==> config.mk <==
export PLATFORM = sky130hd
export DESIGN_NAME = mem_port_arbiter_flat
export DESIGN_NICKNAME = d
export VERILOG_FILES = /design/src/rtl/mem_port_arbiter_if.sv /design/src/rtl/mem_port_arbiter.sv /design/src/flat_wrapper.sv
export SDC_FILE = /design/constraint.sdc
export NUM_CORES = 1
export LEC_CHECK = 0
export CAP_MARGIN = 20
export CORE_UTILIZATION = 35
export DETAILED_ROUTE_END_ITERATION = 8
export GPL_TIMING_DRIVEN = 0
export PLACE_DENSITY = 0.73
export SLEW_MARGIN = 40
export SYNTH_ARGS = -nofsm -noshare
export SYNTH_HDL_FRONTEND = slang
export SYNTH_SLANG_ARGS = --single-unit
==> constraint.sdc <==
create_clock -name clk -period 1.7 [get_ports clk]
set_input_delay 0.34 -clock clk [delete_from_list [all_inputs] [get_ports clk]]
set_output_delay 0.34 -clock clk [all_outputs]
set_load 0.005 [all_outputs]
==> src/rtl/mem_port_arbiter_if.sv <==
// rtl/mem_port_arbiter_if.sv - I/D request ports and shared memory bus of mem_port_arbiter
interface mem_port_arbiter_if #(
  parameter int ADDR_W = 32,
  parameter int DATA_W = 32
);
  logic              i_req;
  logic [ADDR_W-1:0] i_addr;
  logic [DATA_W-1:0] i_rdata;
  logic              i_done;

  logic                i_unused_pad;
  logic                d_req;
  logic                d_we;
  logic [DATA_W/8-1:0] d_be;
  logic [ADDR_W-1:0]   d_addr;
  logic [DATA_W-1:0]   d_wdata;
  logic [DATA_W-1:0]   d_rdata;
  logic                d_done;

  logic                mem_req;
  logic                mem_we;
  logic [DATA_W/8-1:0] mem_be;
  logic [ADDR_W-1:0]   mem_addr;
  logic [DATA_W-1:0]   mem_wdata;
  logic [DATA_W-1:0]   mem_rdata;
  logic                mem_ready;

  // arbiter side
  modport slave (
    input  i_req, i_addr, d_req, d_we, d_be, d_addr, d_wdata, mem_rdata, mem_ready,
    output i_rdata, i_done, d_rdata, d_done, mem_req, mem_we, mem_be, mem_addr, mem_wdata
  );

  // core pipeline and memory model side
  modport master (
    output i_req, i_addr, d_req, d_we, d_be, d_addr, d_wdata, mem_rdata, mem_ready,
    input  i_rdata, i_done, d_rdata, d_done, mem_req, mem_we, mem_be, mem_addr, mem_wdata
  );
endinterface

==> src/rtl/mem_port_arbiter.sv <==
// rtl/mem_port_arbiter.sv - I/D arbiter for one single-ported unified memory, D priority
// Optional fetch-starvation guard enabled by defining ARB_STARVE_GUARD_EN.
module mem_port_arbiter #(
  parameter int ADDR_W   = 32,
  parameter int DATA_W   = 32,
  parameter int MAX_WAIT = 3
) (
  input  logic              clk,
  input  logic              rst_n,
  mem_port_arbiter_if.slave bus
);
  localparam int BE_W = DATA_W / 8;

  typedef enum logic [1:0] {IDLE, BUSY_I, BUSY_D} state_t;

  state_t            state_q;
  logic [ADDR_W-1:0] addr_q;
  logic              we_q;
  logic [BE_W-1:0]   be_q;
  logic [DATA_W-1:0] wdata_q;
  logic [DATA_W-1:0] i_rdata_q;
  logic [DATA_W-1:0] d_rdata_q;
  logic              i_done_q;
  logic              d_done_q;

  logic starve;
  logic grant_d;
  logic grant_i;

`ifdef ARB_STARVE_GUARD_EN
  localparam int WAIT_W = (MAX_WAIT < 1) ? 1 : $clog2(MAX_WAIT + 1);
  logic [WAIT_W-1:0] wait_q;
  assign starve = (wait_q == WAIT_W'(MAX_WAIT));
`else
  localparam int unused_max_wait = MAX_WAIT;
  assign starve = 1'b0;
`endif

  always_comb begin
    grant_d = bus.d_req & ~(bus.i_req & starve);
    grant_i = bus.i_req & ~grant_d;
  end

  always_ff @(posedge clk or negedge rst_n) begin
    if (!rst_n) begin
      state_q   <= IDLE;
      addr_q    <= '0;
      we_q      <= 1'b0;
      be_q      <= '0;
      wdata_q   <= '0;
      i_rdata_q <= '0;
      d_rdata_q <= '0;
      i_done_q  <= 1'b0;
      d_done_q  <= 1'b0;
`ifdef ARB_STARVE_GUARD_EN
      wait_q    <= '0;
`endif
    end else begin
      i_done_q <= 1'b0;
      d_done_q <= 1'b0;
      case (state_q)
        IDLE: begin
          if (grant_d) begin
            state_q <= BUSY_D;
            addr_q  <= bus.d_addr;
            we_q    <= bus.d_we;
            be_q    <= bus.d_be;
            wdata_q <= bus.d_wdata;
`ifdef ARB_STARVE_GUARD_EN
            if (bus.i_req && !starve) wait_q <= wait_q + 1'b1;
`endif
          end else if (grant_i) begin
            // fetches are always full-word reads
            state_q <= BUSY_I;
            addr_q  <= bus.i_addr;
            we_q    <= 1'b0;
            be_q    <= '1;
            wdata_q <= '0;
`ifdef ARB_STARVE_GUARD_EN
            wait_q  <= '0;
`endif
          end
        end
        BUSY_I: begin
          if (bus.mem_ready) begin
            state_q   <= IDLE;
            i_rdata_q <= bus.mem_rdata;
            i_done_q  <= 1'b1;
          end
        end
        BUSY_D: begin
          if (bus.mem_ready) begin
            state_q   <= IDLE;
            d_rdata_q <= bus.mem_rdata;
            d_done_q  <= 1'b1;
          end
        end
        default: state_q <= IDLE;
      endcase
    end
  end

  assign bus.mem_req   = (state_q != IDLE);
  assign bus.mem_we    = we_q;
  assign bus.mem_be    = be_q;
  assign bus.mem_addr  = addr_q;
  assign bus.mem_wdata = wdata_q;
  assign bus.i_rdata   = i_rdata_q;
  assign bus.i_done    = i_done_q;
  assign bus.d_rdata   = d_rdata_q;
  assign bus.d_done    = d_done_q;
endmodule

==> src/flat_wrapper.sv <==
// flat-port wrapper written by rule: the top's interface ports become plain ports
module mem_port_arbiter_flat 
#(
  parameter int ADDR_W   = 32,
  parameter int DATA_W   = 32,
  parameter int MAX_WAIT = 3
)
  (clk, rst_n, bus_i_req, bus_i_addr, bus_d_req, bus_d_we, bus_d_be, bus_d_addr, bus_d_wdata, bus_mem_rdata, bus_mem_ready, bus_i_rdata, bus_i_done, bus_d_rdata, bus_d_done, bus_mem_req, bus_mem_we, bus_mem_be, bus_mem_addr, bus_mem_wdata);
  mem_port_arbiter_if #(.ADDR_W(ADDR_W), .DATA_W(DATA_W)) bus_i ();
  input  logic clk;
  input  logic rst_n;
  input wire logic [$bits(bus_i.i_req)-1:0] bus_i_req;
  input wire logic [$bits(bus_i.i_addr)-1:0] bus_i_addr;
  input wire logic [$bits(bus_i.d_req)-1:0] bus_d_req;
  input wire logic [$bits(bus_i.d_we)-1:0] bus_d_we;
  input wire logic [$bits(bus_i.d_be)-1:0] bus_d_be;
  input wire logic [$bits(bus_i.d_addr)-1:0] bus_d_addr;
  input wire logic [$bits(bus_i.d_wdata)-1:0] bus_d_wdata;
  input wire logic [$bits(bus_i.mem_rdata)-1:0] bus_mem_rdata;
  input wire logic [$bits(bus_i.mem_ready)-1:0] bus_mem_ready;
  output wire logic [$bits(bus_i.i_rdata)-1:0] bus_i_rdata;
  output wire logic [$bits(bus_i.i_done)-1:0] bus_i_done;
  output wire logic [$bits(bus_i.d_rdata)-1:0] bus_d_rdata;
  output wire logic [$bits(bus_i.d_done)-1:0] bus_d_done;
  output wire logic [$bits(bus_i.mem_req)-1:0] bus_mem_req;
  output wire logic [$bits(bus_i.mem_we)-1:0] bus_mem_we;
  output wire logic [$bits(bus_i.mem_be)-1:0] bus_mem_be;
  output wire logic [$bits(bus_i.mem_addr)-1:0] bus_mem_addr;
  output wire logic [$bits(bus_i.mem_wdata)-1:0] bus_mem_wdata;
  assign bus_i.i_req = bus_i_req;
  assign bus_i.i_addr = bus_i_addr;
  assign bus_i.d_req = bus_d_req;
  assign bus_i.d_we = bus_d_we;
  assign bus_i.d_be = bus_d_be;
  assign bus_i.d_addr = bus_d_addr;
  assign bus_i.d_wdata = bus_d_wdata;
  assign bus_i.mem_rdata = bus_mem_rdata;
  assign bus_i.mem_ready = bus_mem_ready;
  assign bus_i_rdata = bus_i.i_rdata;
  assign bus_i_done = bus_i.i_done;
  assign bus_d_rdata = bus_i.d_rdata;
  assign bus_d_done = bus_i.d_done;
  assign bus_mem_req = bus_i.mem_req;
  assign bus_mem_we = bus_i.mem_we;
  assign bus_mem_be = bus_i.mem_be;
  assign bus_mem_addr = bus_i.mem_addr;
  assign bus_mem_wdata = bus_i.mem_wdata;
  mem_port_arbiter #(.ADDR_W(ADDR_W), .DATA_W(DATA_W), .MAX_WAIT(MAX_WAIT)) u_core (.clk(clk), .rst_n(rst_n), .bus(bus_i));
endmodule
## After elaboration in Yosys (flattened, before gate mapping)

Index checks and enable logic that the tools add are counted.

- Eq/ne operators: 4
- Muxes and demuxes: 15
- Bitwise operators: 2
- Reduce and logical (&&, ||, !) cells: 8

Operators by type and width:

| cell | number |
|---|---|
| 2-to-1 mux 32 bit | 4 |
| 2-to-1 mux 4 bit | 2 |
| AND reduction 2 bit | 4 |
| 2-to-1 mux 2 bit | 3 |
| 2-to-1 mux 1 bit | 5 |
| case mux 2 bit (2 select lines) | 1 |
| nonzero test 2 bit | 2 |
| inequality test 3 x 2 -> 1 bit (second input constant) | 1 |
| == test 2 x 1 -> 1 bit (second input constant) | 1 |
| == test 2 bit (second input constant) | 1 |
| logical NOT 2 bit | 1 |
| inequality test 2 x 1 -> 1 bit (second input constant) | 1 |
| OR reduction 2 bit | 1 |
| AND 1 bit | 1 |
| inverter 1 bit | 1 |

- Flip-flop bits (word level): 137
- Output and inout bits: 136
- Word-level logic and storage cells: 38

## Logic depth before layout (Yosys ltp)

Gate-level depths: netlist of the first run.

- Depth after elaboration: 5
- Mapped depth: 7
- Mapped depth without buffers: 5

## Worst setup path before layout of the first run

Ideal clock, no wire load.

- Path type: reg-to-reg
- From: reg u_core.state_q[1]
- To: reg u_core.addr_q[6] (netlist: u_core.bus.mem_addr[6])
- Library setup time: 0.126 ns
- Arrival time: 1.318 ns
- Required time: 1.574 ns
- Slack: 0.256 ns
- Stages on the path, launching flop included: 8
- Period minus slack after synthesis: 1.444 ns
- Path through: dfrtp_1 -> inv_1 -> ha_1 -> nand2b_1 -> buf_6 -> buf_12 -> o32ai_1 -> nor2_1

- Longest elaborated chain between the ends: 2

RTL lines:

| item | RTL line | text |
|---|---|---|
| start: declaration | mem_port_arbiter.sv:16 | `state_t state_q;` |
| start signal: assignment | mem_port_arbiter.sv:46 | `state_q <= IDLE;` |
| start signal: assignment | mem_port_arbiter.sv:64 | `state_q <= BUSY_D;` |
| start signal: assignment | mem_port_arbiter.sv:74 | `state_q <= BUSY_I;` |
| logical NOT 2 bit | mem_port_arbiter.sv:61 | `case (state_q)` |
| AND reduction 2 bit (no line) | n/a |  |
| end signal: assignment | mem_port_arbiter.sv:65 | `addr_q <= bus.d_addr;` |
| end signal: assignment | mem_port_arbiter.sv:75 | `addr_q <= bus.i_addr;` |
| end: declaration | mem_port_arbiter.sv:17 | `logic [ADDR_W-1:0] addr_q;` |

No other way between the ends.
A chain may end at the register's enable or synchronous reset.

## Final worst setup path of the first run

- From: reg u_core.wdata_q[19] (netlist: u_core.bus.mem_wdata[19])
- To: out bus_mem_wdata[19]

RTL lines:

| item | RTL line | text |
|---|---|---|
| start: declaration | mem_port_arbiter.sv:20 | `logic [DATA_W-1:0] wdata_q;` |
| start signal: assignment | mem_port_arbiter.sv:68 | `wdata_q <= bus.d_wdata;` |
| end: declaration | flat_wrapper.sv:29 | `output wire logic [$bits(bus_i.mem_wdata)-1:0] bus_mem_wdata;` |

No word-level cell between the ends.

==> metrics list, run 1 <==
- Per-cell routed wire length: 17.14 µm
* Net Sw Frac: 28.15%
* Leakage power: 3.922 nW
* Post-Synth Adder-Cell Area: 0.6818%
- Clock Power Share: 24.9%
* Min Tclk post-route: 1.652 ns
- The total count of max-transition violations in the final report is 0.
* Via Count: 4310
- TritonCTS built the clock tree.
- Final worst clock skew: 0.005074 ns
* Internal reg-to-reg setup slack: 0.11 ns
- The worst register-to-register path begins at u_core.state_q[1].
- Counting flops and latches in the post-synthesis netlist gives 137.
- The clock passes through at most 2 buffers.
- The share of total power dissipated in sequential elements is 33.7%.
- The initial antenna violation count came to 0.
- Kind of cell adding the most delay to the critical path: buffers and inverters
* Count of buffers inserted at the top-level ports: 273
- At the later pin of the worst-skew pair, clock insertion delay measures 0.41 ns.
- Number of nets still failing antenna checks after routing: 0
* Post-synth net total: 524
* Internal power summed over all cells: 12.05 mW
* Die Y-Extent: 127.4 µm
- For the worst setup path, the data arrival time is 1.31 ns.
- Number of buffers and inverters on the critical path: 1
- Yosys mapped the design onto 22 distinct sky130hd cell types.
- Worst max-slew margin expressed relative to the limit: 68.80%
- Of the post-synthesis cell area, the part taken by muxes is 13.09%.
- The worst setup path is launched from a flop.
* Cell area after technology mapping: 5505 µm²
- The HPWL after detailed placement is 11560 µm.
- Including well taps, the total number of placed cells is 868.
* Die area: 16230 µm²
- Final Worst Setup Slack: 0.04817 ns
- Congestion Overflow GR: 0
- For this design the total switching power over the nets is 4.721 mW.
- The net count of the finished layout is 822.
- Sequential elements use 62.27% of the synthesized area.
* Ordered cell list for the critical path: clkdlybuf4s50_1
* Required time at the endpoint of the critical path: 1.36 ns
- The endpoint identified for the worst register-to-register timing path is u_core.bus.i_rdata[20].
- Measured slew at the worst slew-check pin: 0.4649 ns
- Number of antenna repair diodes: 0
- Status: completed
- The post-route netlist has 23.20% of its cells at a drive strength greater than 1.
* Routability congestion estimate: 0.7736
- CTS Root Cell: clkbuf_16
- Area grow syn2layout: 68.68%
- Final hold analysis gives a worst-case slack of 0.4413 ns.
- Yosys printed 0 warnings.
- After floorplanning, the core was sized to cover 15260 µm².
* Detailed-route vias per instance: 4.762
- After Yosys synthesis, XOR and XNOR cells account for 0% of the synthesized area.
* Worst-case reg-to-reg path depth: 6
* Clk pin slew, worst setup/hold paths: 0.06 ns
* Worst IR drop on VDD: 0.9552 mV
* Final Hold Violating Endpoints: 0
- From left edge to right edge, the die measures 127.4 µm.
- Number of detailed-routing iterations run before antenna repair: 4
* Clock buffers created by TritonCTS: 17
- The via count of the first global-routing pass came to 4742.
- Peak per-stage delay on the critical path: 0.52 ns
* Accumulated negative setup slack: 0 ns
- Part of the power in combinational logic: 41.5%
- The critical path in this run is classified as reg -> out.
- Final standard cell count with taps included and fillers excluded: 905
- Max-cap violations in this run came to 0.
- Setup slack after placement: -0.2155 ns
- Clock tree synthesis found a total of 137 sinks.
- Of all nets on the critical path, the largest fanout is 2.
* Hold crit path type: in -> async
- First-pass GRT wire length: 24650 µm
* Synth Area in Simple Gates: 5.023%
- Setup repair after global routing missed its margin: no
- After detailed routing, the number of remaining DRC violations is 0.
- H-tree level count: 4
- Total power per unit cell area: 1806 nW/µm²
- Overall routed net length: 15510 µm
- Highest-delay cell along the critical path: clkdlybuf4s50_1
* Initial cell density of the core: 36.08%
* Synth Area per Inst: 14.37 µm²
* IO Pins: 274
* Pin count of the biggest net entering global routing: 80
* Number of cells produced by synthesis: 383
- The worst setup path is captured at an output port.
- Overall track demand over capacity in global routing: 19.77%
- By area, the combinational part of the netlist is dominated by compound AO/OA/AOI/OAI gates.
* Compound-cell area share of the yosys netlist: 15.18%
* Portion of the clock cycle consumed by the worst path in the final layout: 97.17%
- The detailed router finished its first iteration with 115 violations.
- Once layout is complete, the utilization of the core stands at 60.86%.
- # setup viols final: 0
- Based on the critical path, the design can be clocked at up to 0.6054 GHz.
- Cell Rows: 45
cell families (layout without fill, tap and decap cells):
group | after synthesis | after routing
adders and majority gates | 3 | 3
AOI/OAI and AO/OA | 75 | 75
DFF | 137 | 137
buffers and inverters | 33 | 344
muxes | 64 | 64
and+or+nand+nor | 71 | 71
registers in the layout (all words and copies together) (netlist names):
| register | count |
|---|---|
| u_core.bus.d_rdata | 32 |
| u_core.state_q | 2 |
| u_core.bus.d_done | 1 |
| u_core.bus.i_rdata | 32 |
| u_core.bus.mem_we | 1 |
| u_core.bus.mem_be | 4 |
| u_core.bus.mem_addr | 32 |
| u_core.bus.i_done | 1 |
| u_core.bus.mem_wdata | 32 |
layer usage:
| layer | track usage [%] | share of wire, % | vias up |
|---|---|---|---|
| met2 | 34.30 | 51 | 157 |
| li1 | - | - | 1979 |
| met5 | 0 | 0 | - |
| met4 | 7.493 | 1.5 | 0 |
| met3 | 6.240 | 6.9 | 19 |
| met1 | 22.80 | 40 | 2155 |
through the flow:
step	total power, mW	cell area [µm²]
2_1_floorplan	8.292	5505
3_3_place_gp	12.38	8502
3_5_place_dp	12.62	8534
4_1_cts	16.95	9255
5_1_grt	17.74	9286
6_report	16.77	9286
cell usage in the layout (no fill, tap or decap), types with 2 or more instances in the layout:
| cell type | Yosys | layout |
|---|---|---|
| a21oi_1 | 2 | 2 |
| a22o_1 | 33 | 33 |
| buf_2 | 17 | 11 |
| buf_4 | 6 | 15 |
| buf_6 | 3 | 3 |
| bufinv_16 | 0 | 6 |
| clkbuf_16 | 0 | 17 |
| clkdlybuf4s50_1 | 0 | 267 |
| clkinv_4 | 0 | 4 |
| dfrtp_1 | 137 | 137 |
| dlymetal6s2s_1 | 0 | 4 |
| ha_1 | 3 | 2 |
| inv_1 | 6 | 4 |
| inv_2 | 0 | 2 |
| inv_6 | 0 | 2 |
| mux2_2 | 64 | 64 |
| nand2_2 | 1 | 3 |
| nand2b_1 | 2 | 2 |
| nor2_1 | 64 | 64 |
| o22a_1 | 4 | 4 |
| o32ai_1 | 6 | 6 |
| o32ai_2 | 26 | 26 |
worst max path at each step:
stage | from | to | cells after the start
2_1_floorplan | u_core.state_q[1] | u_core.bus.mem_addr[6] | 7
3_3_place_gp | rst_n | u_core.bus.mem_wdata[10] | 1
3_5_place_dp | bus_mem_ready | u_core.bus.i_rdata[12] | 4
4_1_cts | u_core.state_q[1] | u_core.bus.d_rdata[19] | 5
5_1_grt | u_core.bus.mem_wdata[24] | bus_mem_wdata[24] | 1
6_report | u_core.bus.mem_wdata[19] | bus_mem_wdata[19] | 1
synth_stat cells:
library cell | n | area [µm²]
a21o_1 | 1 | 7.510
a21oi_1 | 2 | 10.01
a22o_1 | 33 | 289.0
and2_1 | 1 | 6.260
buf_12 | 1 | 20.02
buf_2 | 17 | 85.08
buf_4 | 6 | 45.04
buf_6 | 3 | 33.78
dfrtp_1 | 137 | 3428
ha_1 | 3 | 37.54
inv_1 | 6 | 22.52
mux2_2 | 64 | 720.7
nand2_1 | 3 | 11.26
nand2_2 | 1 | 6.260
nand2b_1 | 2 | 12.51
nor2_1 | 64 | 240.2
o21a_1 | 1 | 7.510
o21ai_1 | 1 | 5.000
o22a_1 | 4 | 35.03
o22ai_1 | 1 | 6.260
o32ai_1 | 6 | 52.55
o32ai_2 | 26 | 422.9
repair_timing:
item	in CTS	in global routing
hold buffers	1	0
endpoints found under the hold margin	58	0
buffers inserted	2	2
resized for setup	9	11
pin swaps	0	1
setup endpoints to repair	14	63
power groups by stage:
| stage | Clock (mW) | Combinational [mW] | Sequential, mW |
|---|---|---|---|
| floorplan | 0 | 2.55 | 5.74 |
| global placement | 0 | 6.77 | 5.61 |
| detailed placement | 0 | 6.94 | 5.68 |
| CTS | 4.26 | 7.03 | 5.66 |
| global route | 4.41 | 7.48 | 5.84 |
| finish | 4.17 | 6.95 | 5.65 |
final cells by class:
cell class              count  area, µm²
multi-input cells         213       1888
clock buffers              18      429.2
inverters                   6      22.52
repair buffers            279       2810
plain buffers              27      198.9
flip-flops and latches    137       3428
clock inverters            14      245.2
well taps                 211      264.0
fillers                  1229       5972
No activity file was read; power rests on OpenSTA's default activity.
==> run 2, diff against run 1 <==
--- a/config.mk
+++ b/config.mk
@@ -7,8 +7,10 @@
 export LEC_CHECK = 0
 export CAP_MARGIN = 20
+export CORE_ASPECT_RATIO = 2
 export CORE_UTILIZATION = 35
 export DETAILED_ROUTE_END_ITERATION = 8
 export GPL_TIMING_DRIVEN = 0
 export PLACE_DENSITY = 0.73
+export REMOVE_ABC_BUFFERS = 1
 export SLEW_MARGIN = 40
 export SYNTH_ARGS = -nofsm -noshare
==> constraint.sdc (replaced) <==
create_clock -name clk -period 1.7 [get_ports clk]
set_input_delay 0.34 -clock clk [delete_from_list [all_inputs] [get_ports clk]]
set_output_delay 0.34 -clock clk [all_outputs]
set_load 0.01 [all_outputs]
==> run 2 against run 1 <==
Effect of this change: die area increased by 0.19%; final area decreased by 1.8%; sequential share of layout area increased by 0.67 points; clock power decreased by 14%; critical path depth unchanged; sequential cell count unchanged; largest cell class unchanged; largest power group unchanged.
==> metrics list, run 2 (synthesis gave the netlist of run 1 again) <==
* Post-detailed-placement cell area: 8418 µm² (-1.4%)
- Number of instances in the placed design: 830 (-4.4%)
- Die area: 16270 µm² (+0.19%)
- Setup repair after global routing could not meet its margin everywhere.
- The share of total power in the clock network is 21.6% (-3.3 points).
- The detailed-route via count was 4270 (-0.93%).
- The signal on the critical path passes through clkdlybuf4s50_1.
- Overall track demand over capacity in global routing: 20.50% (+0.72 points)
- In this run the clock root is driven by a clkbuf_16.
- Die X: 90.69 µm (-29%)
* Clock buffers created by TritonCTS: 17 (unchanged)
- Crit start category: flop
- The slew at the pin closest to its max-slew limit came to 0.5396 ns (+0.07470 ns).
* Placed wire-length estimate: 11950 µm (+3.4%)
- Cell Rows: 64 (+42%)
- The peak ir drop on the vdd network is 0.9595 mV (+0.45%).
- The overall die height is 179.4 µm (+41%).
- The area of the multi-input gates was 1963 µm² (+4.0%).
* Detailed-route vias per instance: 4.942 (+3.8%)
- Worst endpoint data arrival time: 1.34 ns (+0.03 ns)
- The number of design rule violations left after detail routing was 0 (unchanged).
* Commonest non-fill, non-tap cells in the layout: 221 x clkdlybuf4s50_1, 137 x dfrtp_1, 64 x nor2_1, 64 x mux2_2, 34 x dlymetal6s2s_1
* Portion of the clock cycle consumed by the worst path in the final layout: 98.69% (+1.5 points)
- The sequential share of power was 34.2% (+0.5 points).
* Final standard cell count with taps included and fillers excluded: 864 (-4.5%)
- Number of antenna repair diodes: 0 (unchanged)
- Initial antenna violation count: 0 (unchanged)
- Number of nets in the finished design: 796 (-3.2%)
- Most common cell after layout, fill and taps aside: clkdlybuf4s50_1
- The count of antenna-violating nets left after detailed routing is 0 (unchanged).
* Count of buffers inserted at the top-level ports: 273 (unchanged)
- Total power per unit cell area: 1808 nW/µm² (+0.10%)
- Overall routed net length: 16920 µm (+9.0%)
* Floorplan core area: 15290 µm² (+0.24%)
- The setup TNS was 0 ns (unchanged).
* # setup viols final: 0 (unchanged)
- The cell internal power dissipation was 11.17 mW (-7.3%).
* Maximum buffer depth of the clock tree: 2 (unchanged)
- Final Hold Violating Endpoints: 0 (unchanged)
- Number of buffers and inverters on the critical path: 1 (unchanged)
* Initial cell density of the core: 35.99% (-0.086 points)
* Kind of cell adding the most delay to the critical path: buffers and inverters
- The number of maximum-capacitance violations was 0 (unchanged).
- Number of detailed-routing iterations run before antenna repair: 4 (unchanged)
- Required time at the endpoint of the critical path: 1.36 ns (about the same)
- The detailed-route wire length per cell was 19.58 µm (+14%).
- The number of sinks on the clock net came to 137 (unchanged).
- The switching share of total power was 32.28% (+4.1 points).
- Highest-delay cell along the critical path: clkdlybuf4s50_1
- The pin count of the biggest net entering global routing was 57 (-29%).
* Maximum frequency from static timing analysis: 0.5960 GHz (-1.5%)
- The share of total power in combinational logic came to 44.2% (+2.7 points).
- H-tree level count: 4 (unchanged)
* Worst-path fanout max: 2 (unchanged)
* Clock tree from TritonCTS: done
- The proportion of layout cells with a drive suffix above 1 is 20.57% (-2.6 points).
- The final-layout fill cell count came to 1238 (+0.73%).
- Combined flip-flop and latch cell area: 3428 µm² (unchanged)
* Final worst clock skew: 0.006541 ns (+0.001467 ns)
* Status: completed
- The later-pin clock latency in the skew report came to 0.42 ns (about the same).
- Clk pin slew, worst setup/hold paths: 0.06 ns (about the same)
* Routability congestion estimate: 0.7988 (+3.3%)
- The via count of the first global-routing pass came to 4555 (-3.9%).
- The largest incremental delay on the critical path is 0.57 ns (+0.05 ns).
* DRT iter0 DRCs: 166 (+44%)
- The headroom to the max-slew limit came to 63.91% (-4.9 points).
- The min-delay analysis places its worst path in the category in -> async.
- Congestion Overflow GR: 0 (unchanged)
- The I/O pin count was 274 (unchanged).
- Crit. End Element: output port
- The critical path is of the reg -> out type.
- The overall power came to 16.49 mW (-1.7%).
- Switching Power: 5.323 mW (+13%)
- The final instance area was 9120 µm² (-1.8%).
* Min Tclk post-route: 1.678 ns (+0.02590 ns)
- The total count of max-transition violations in the final report is 0 (unchanged).
* Leakage power: 4.120 nW (+5.0%)
* First-pass GRT wire length: 25170 µm (+2.1%)
- Area grow syn2layout: 65.66%
-- run 2: layout make-up --
| class | instances | area share (%) |
|---|---|---|
| Sequential cell | 137 | 37.59 |
| Clock inverter | 8 | 1.056 |
| Multi-Input combinational cell | 215 | 21.53 |
| Clock buffer | 22 | 5.200 |
| Timing Repair Buffer | 278 | 31.64 |
| Tap cell | 198 | 2.716 |
| Inverter | 6 | 0.2744 |
-- run 2: per-layer routing --
layer	vias up	wire, µm	global-route usage [%]
li1	1930	-	-
met1	2125	5768	21.14
met2	176	9607	37.22
met3	39	943	5.190
met4	0	597	12.16
met5	-	0	0
-- run 2: through the flow --
stage / util (%) / hold WS (ns) / worst slack, ns
floorplan: - / 0.04441 / -0.3983
detailed placement: 55.04 / 0.2057 / -0.3362
global route: 59.63 / 0.3634 / -0.002371
global placement: 54.28 / 0.4770 / -4.872
CTS: 59.03 / 0.3486 / 0.00004330
finish: 59.63 / 0.3593 / 0.02227
-- run 2: path summary, 6_finish.rpt --
| check | from | end | slack (ns) | cells past startpoint |
|---|---|---|---|---|
| setup / recovery | u_core.bus.mem_be[2] | bus_mem_be[2] | 0.02 | 1 |
| hold / removal | rst_n | u_core.bus.d_rdata[18] | 0.36 | 2 |
| setup reg to reg | u_core.state_q[1] | u_core.bus.mem_addr[5] | 0.06 | 6 |
| hold reg to reg | u_core.bus.mem_addr[31] | u_core.bus.mem_addr[31] | 0.49 | 2 |
| max in group asynchronous | rst_n | u_core.bus.i_rdata[22] | 0.47 | 4 |
| min in group clk | u_core.bus.mem_addr[31] | u_core.bus.mem_addr[31] | 0.49 | 2 |
-- run 2: power groups by stage --
stage	Combinational [mW]	Sequential, mW	Clock, mW
finish	7.29	5.64	3.57
global placement	7.24	5.58	0
detailed placement	7.45	5.68	0
floorplan	2.32	6.34	0
global route	7.76	5.83	3.78
CTS	7.47	5.65	3.66
-- run 2: timing repair --
action | in CTS | in global routing
hold buffers | 1 | 0
resized for setup | 26 | 36
cloned | 1 | 1
pin swaps | 1 | 0
setup endpoints to repair | 87 | 67
endpoints found under the hold margin | 27 | 0
buffers inserted | 1 | 0
==> run 3, diff against run 2 <==
CORE_MARGIN = 3   (was unset)
==> run 3 against run 2 <==
Effect of this change: sequential cell count unchanged; worst hold slack improved by 0.11 ns; die area increased by 6.7%; sequential power decreased by 0.9%; critical path type unchanged; cell count unchanged; core utilization decreased by 0.099 points; total power decreased by 0.47%; setup slack improved by 0.0040 ns; first-iteration DRC count decreased by 4.8%; non-clock buffer count decreased by 1; clock-buffer cell count decreased by 2; sequential share of layout area decreased by 0.13 points.
==> metrics list, run 3 (synthesis gave the netlist of run 1 again) <==
- The die boundary width was 94.69 µm (+4.4%).
- The power density over the cells was 1793 nW/µm² (-0.82%).
- The proportion of layout cells with a drive suffix above 1 was 20.75% (+0.18 points).
- The upper clock frequency limit is 0.5975 GHz (+0.24%).
* Per-cell routed wire length: 19.36 µm (-1.1%)
- The number of sinks on the clock net came to 137 (unchanged).
- Area grow syn2layout: 66.25%
* Overall routed net length: 16720 µm (-1.1%)
* Measured slew at the worst slew-check pin: 0.5388 ns (-0.0008210 ns)
* Final standard cell count with taps included and fillers excluded: 864 (unchanged)
- The detailed-route via count is 4264 (-0.14%).
* Die Y-Extent: 183.4 µm (+2.2%)
- Commonest non-fill, non-tap cells in the layout: 207 x clkdlybuf4s50_1, 137 x dfrtp_1, 64 x nor2_1, 64 x mux2_2, 48 x dlymetal6s2s_1
* Vias in the first global route: 4833 (+6.1%)
- The quantity of I/O buffers inserted on ports is 273 (unchanged).
* Initial antenna violation count: 1 (+1)
* DRT iter0 DRCs: 158 (-4.8%)
* IO Pins: 274 (unchanged)
- The data arrival time of the critical path is 1.33 ns (about the same).
- The half-perimeter wire length after placement is 12140 µm (+1.6%).
- Number of nets still failing antenna checks after routing: 0 (unchanged)
- The largest clock skew in the final design was 0.006486 ns (-0.00005490 ns).
* Worst-path fanout max: 2 (unchanged)
* Required time at the endpoint of the critical path: 1.36 ns (about the same)
* H-tree level count: 4 (unchanged)
- Ordered cell list for the critical path: clkdlybuf4s50_1
- The all-layer global routing usage was 19.75% (-0.74 points).
- Design Power: 16.41 mW (-0.47%)
- The footprint of the flip-flops and latches came to 3428 µm² (unchanged).
* Initial cell density of the core: 35.81% (-0.19 points)
- Worst IR drop on VDD: 1.214 mV (+27%)
* Number of max-capacitance violations reported: 0 (unchanged)
- The area of the multi-input gates is 1969 µm² (+0.32%).
* Worst-case reg-to-reg path depth: 6 (unchanged)
- Cell Rows: 64 (unchanged)
- # setup viols final: 0 (unchanged)
- The final critical delay including setup and external delays was 1.674 ns (-0.004016 ns).
- The post-placement cell count came to 829 (-0.12%).
* Clk pin slew, worst setup/hold paths: 0.06 ns (about the same)
- Leakage power: 4.254 nW (+3.3%)
- The first-pass iteration count of the detailed router was 4 (unchanged).
- Stages on worst setup path: 1 (unchanged)
- Congestion Overflow GR: 0 (unchanged)
- Maximum buffer depth of the clock tree: 2 (unchanged)
- The average via count per standard cell was 4.935 (-0.14%).
* Kind of cell adding the most delay to the critical path: buffers and inverters
- Die area: 17360 µm² (+6.7%)
* Final Hold Violating Endpoints: 0 (unchanged)
- The number of buffers created by CTS is 17 (unchanged).
- Clock tree from TritonCTS: done
* Floorplan core area: 15370 µm² (+0.52%)
- The run finished with clean final reports.
* Routability congestion estimate: 0.8441 (+5.7%)
* Number of filler instances in the final layout: 1234 (-0.32%)
* First-pass GRT wire length: 25870 µm (+2.8%)
- Crit start category: flop
- The worst setup path is of the reg -> out kind.
* Number of buffers and inverters on the critical path: 1 (unchanged)
* Pin count of the biggest net entering global routing: 72 (+26%)
- Final-report max-slew violation count: 0 (unchanged)
- Portion of the clock cycle consumed by the worst path in the final layout: 98.45% (-0.24 points)
- Number of nets in the finished design: 794 (-0.25%)
* Clock latency reported for the late side of the worst-skew pair: 0.41 ns (about the same)
- Peak per-stage delay on the critical path: 0.55 ns (-0.02 ns)
* Crit. End Element: output port
- Clock tree synthesis selected as its root buffer the cell clkbuf_16.
- Highest-delay cell along the critical path: clkdlybuf4s50_1
- The final-layout worst hold slack came to 0.4665 ns (+0.1072 ns).
- Worst max-slew margin expressed relative to the limit: 64.08% (+0.17 points)
- The number of design rule violations left after detail routing is 0 (unchanged).
* Most common cell after layout, fill and taps aside: clkdlybuf4s50_1
- Hold crit path type: in -> async
-- run 3: cell count changes in the layout (fill, tap and decap cells not counted), sizes merged --
cell / previous run / this run
clkbuf: 23 / 20
clkdlybuf4s50: 221 / 207
diode: 0 / 1
inv: 6 / 7
clkinv: 5 / 2
o21a: 2 / 1
clkinvlp: 1 / 6
dlymetal6s2s: 34 / 48
-- run 3: what timing repair did --
item,in CTS,in global routing
gates cloned,1,0
hold endpoints to repair,70,0
endpoints found under the setup margin,87,81
pin swaps,1,0
buffers inserted,1,0
hold buffers,1,0
resized for setup,28,52
-- run 3: area by class of cell --
cell class	instances	share of cell area, %
well taps	198	2.707
flip-flops and latches	137	37.46
multi-input cells	214	21.52
clock inverters	11	1.353
diodes	1	0.02734
inverters	6	0.2734
clock buffers	20	4.880
repair buffers	277	31.78
-- run 3: per-stage QoR --
| stage | util [%] | setup TNS, ns | cell area, µm² | setup slack (ns) |
|---|---|---|---|---|
| 4_1_cts | 58.68 | 0 | 9022 | 0.00005185 |
| 6_report | 59.53 | 0 | 9153 | 0.02628 |
| 2_1_floorplan | - | -22.49 | 5321 | -0.3983 |
| 3_5_place_dp | 54.65 | -26.84 | 8403 | -0.3667 |
| 5_1_grt | 59.53 | -0.006900 | 9153 | -0.006900 |
| 3_3_place_gp | 54.00 | -790.52 | 8302 | -4.870 |
-- run 3: final timing paths --
| path | start | end | slack [ns] |
|---|---|---|---|
| worst max-delay path | u_core.bus.d_rdata[5] | bus_d_rdata[5] | 0.03 |
| worst min-delay path | rst_n | u_core.bus.d_rdata[10] | 0.47 |
| worst max register to register | u_core.state_q[1] | u_core.bus.mem_addr[8] | 0.10 |
| worst min register to register | u_core.bus.mem_addr[29] | u_core.bus.mem_addr[29] | 0.49 |
| max in group asynchronous | rst_n | u_core.bus.mem_addr[20] | 0.50 |
| min in group clk | u_core.bus.mem_addr[29] | u_core.bus.mem_addr[29] | 0.49 |
-- run 3: metal layers --
layer | track usage, % | part of all wire, % | vias up | routed length (µm)
met1 | 20.74 | 34 | 2117 | 5727
met4 | 10.64 | 3.8 | 0 | 641
li1 | - | - | 1935 | -
met5 | 0 | 0 | - | 0
met2 | 34.56 | 55 | 177 | 9211
met3 | 5.952 | 6.8 | 35 | 1143
-- run 3: power by group --
group / switching, mW / internal [mW]
Clock: 1.35 / 2.18
Sequential: 0.777 / 4.82
Combinational: 3.19 / 4.09
Total: 5.32 / 11.1
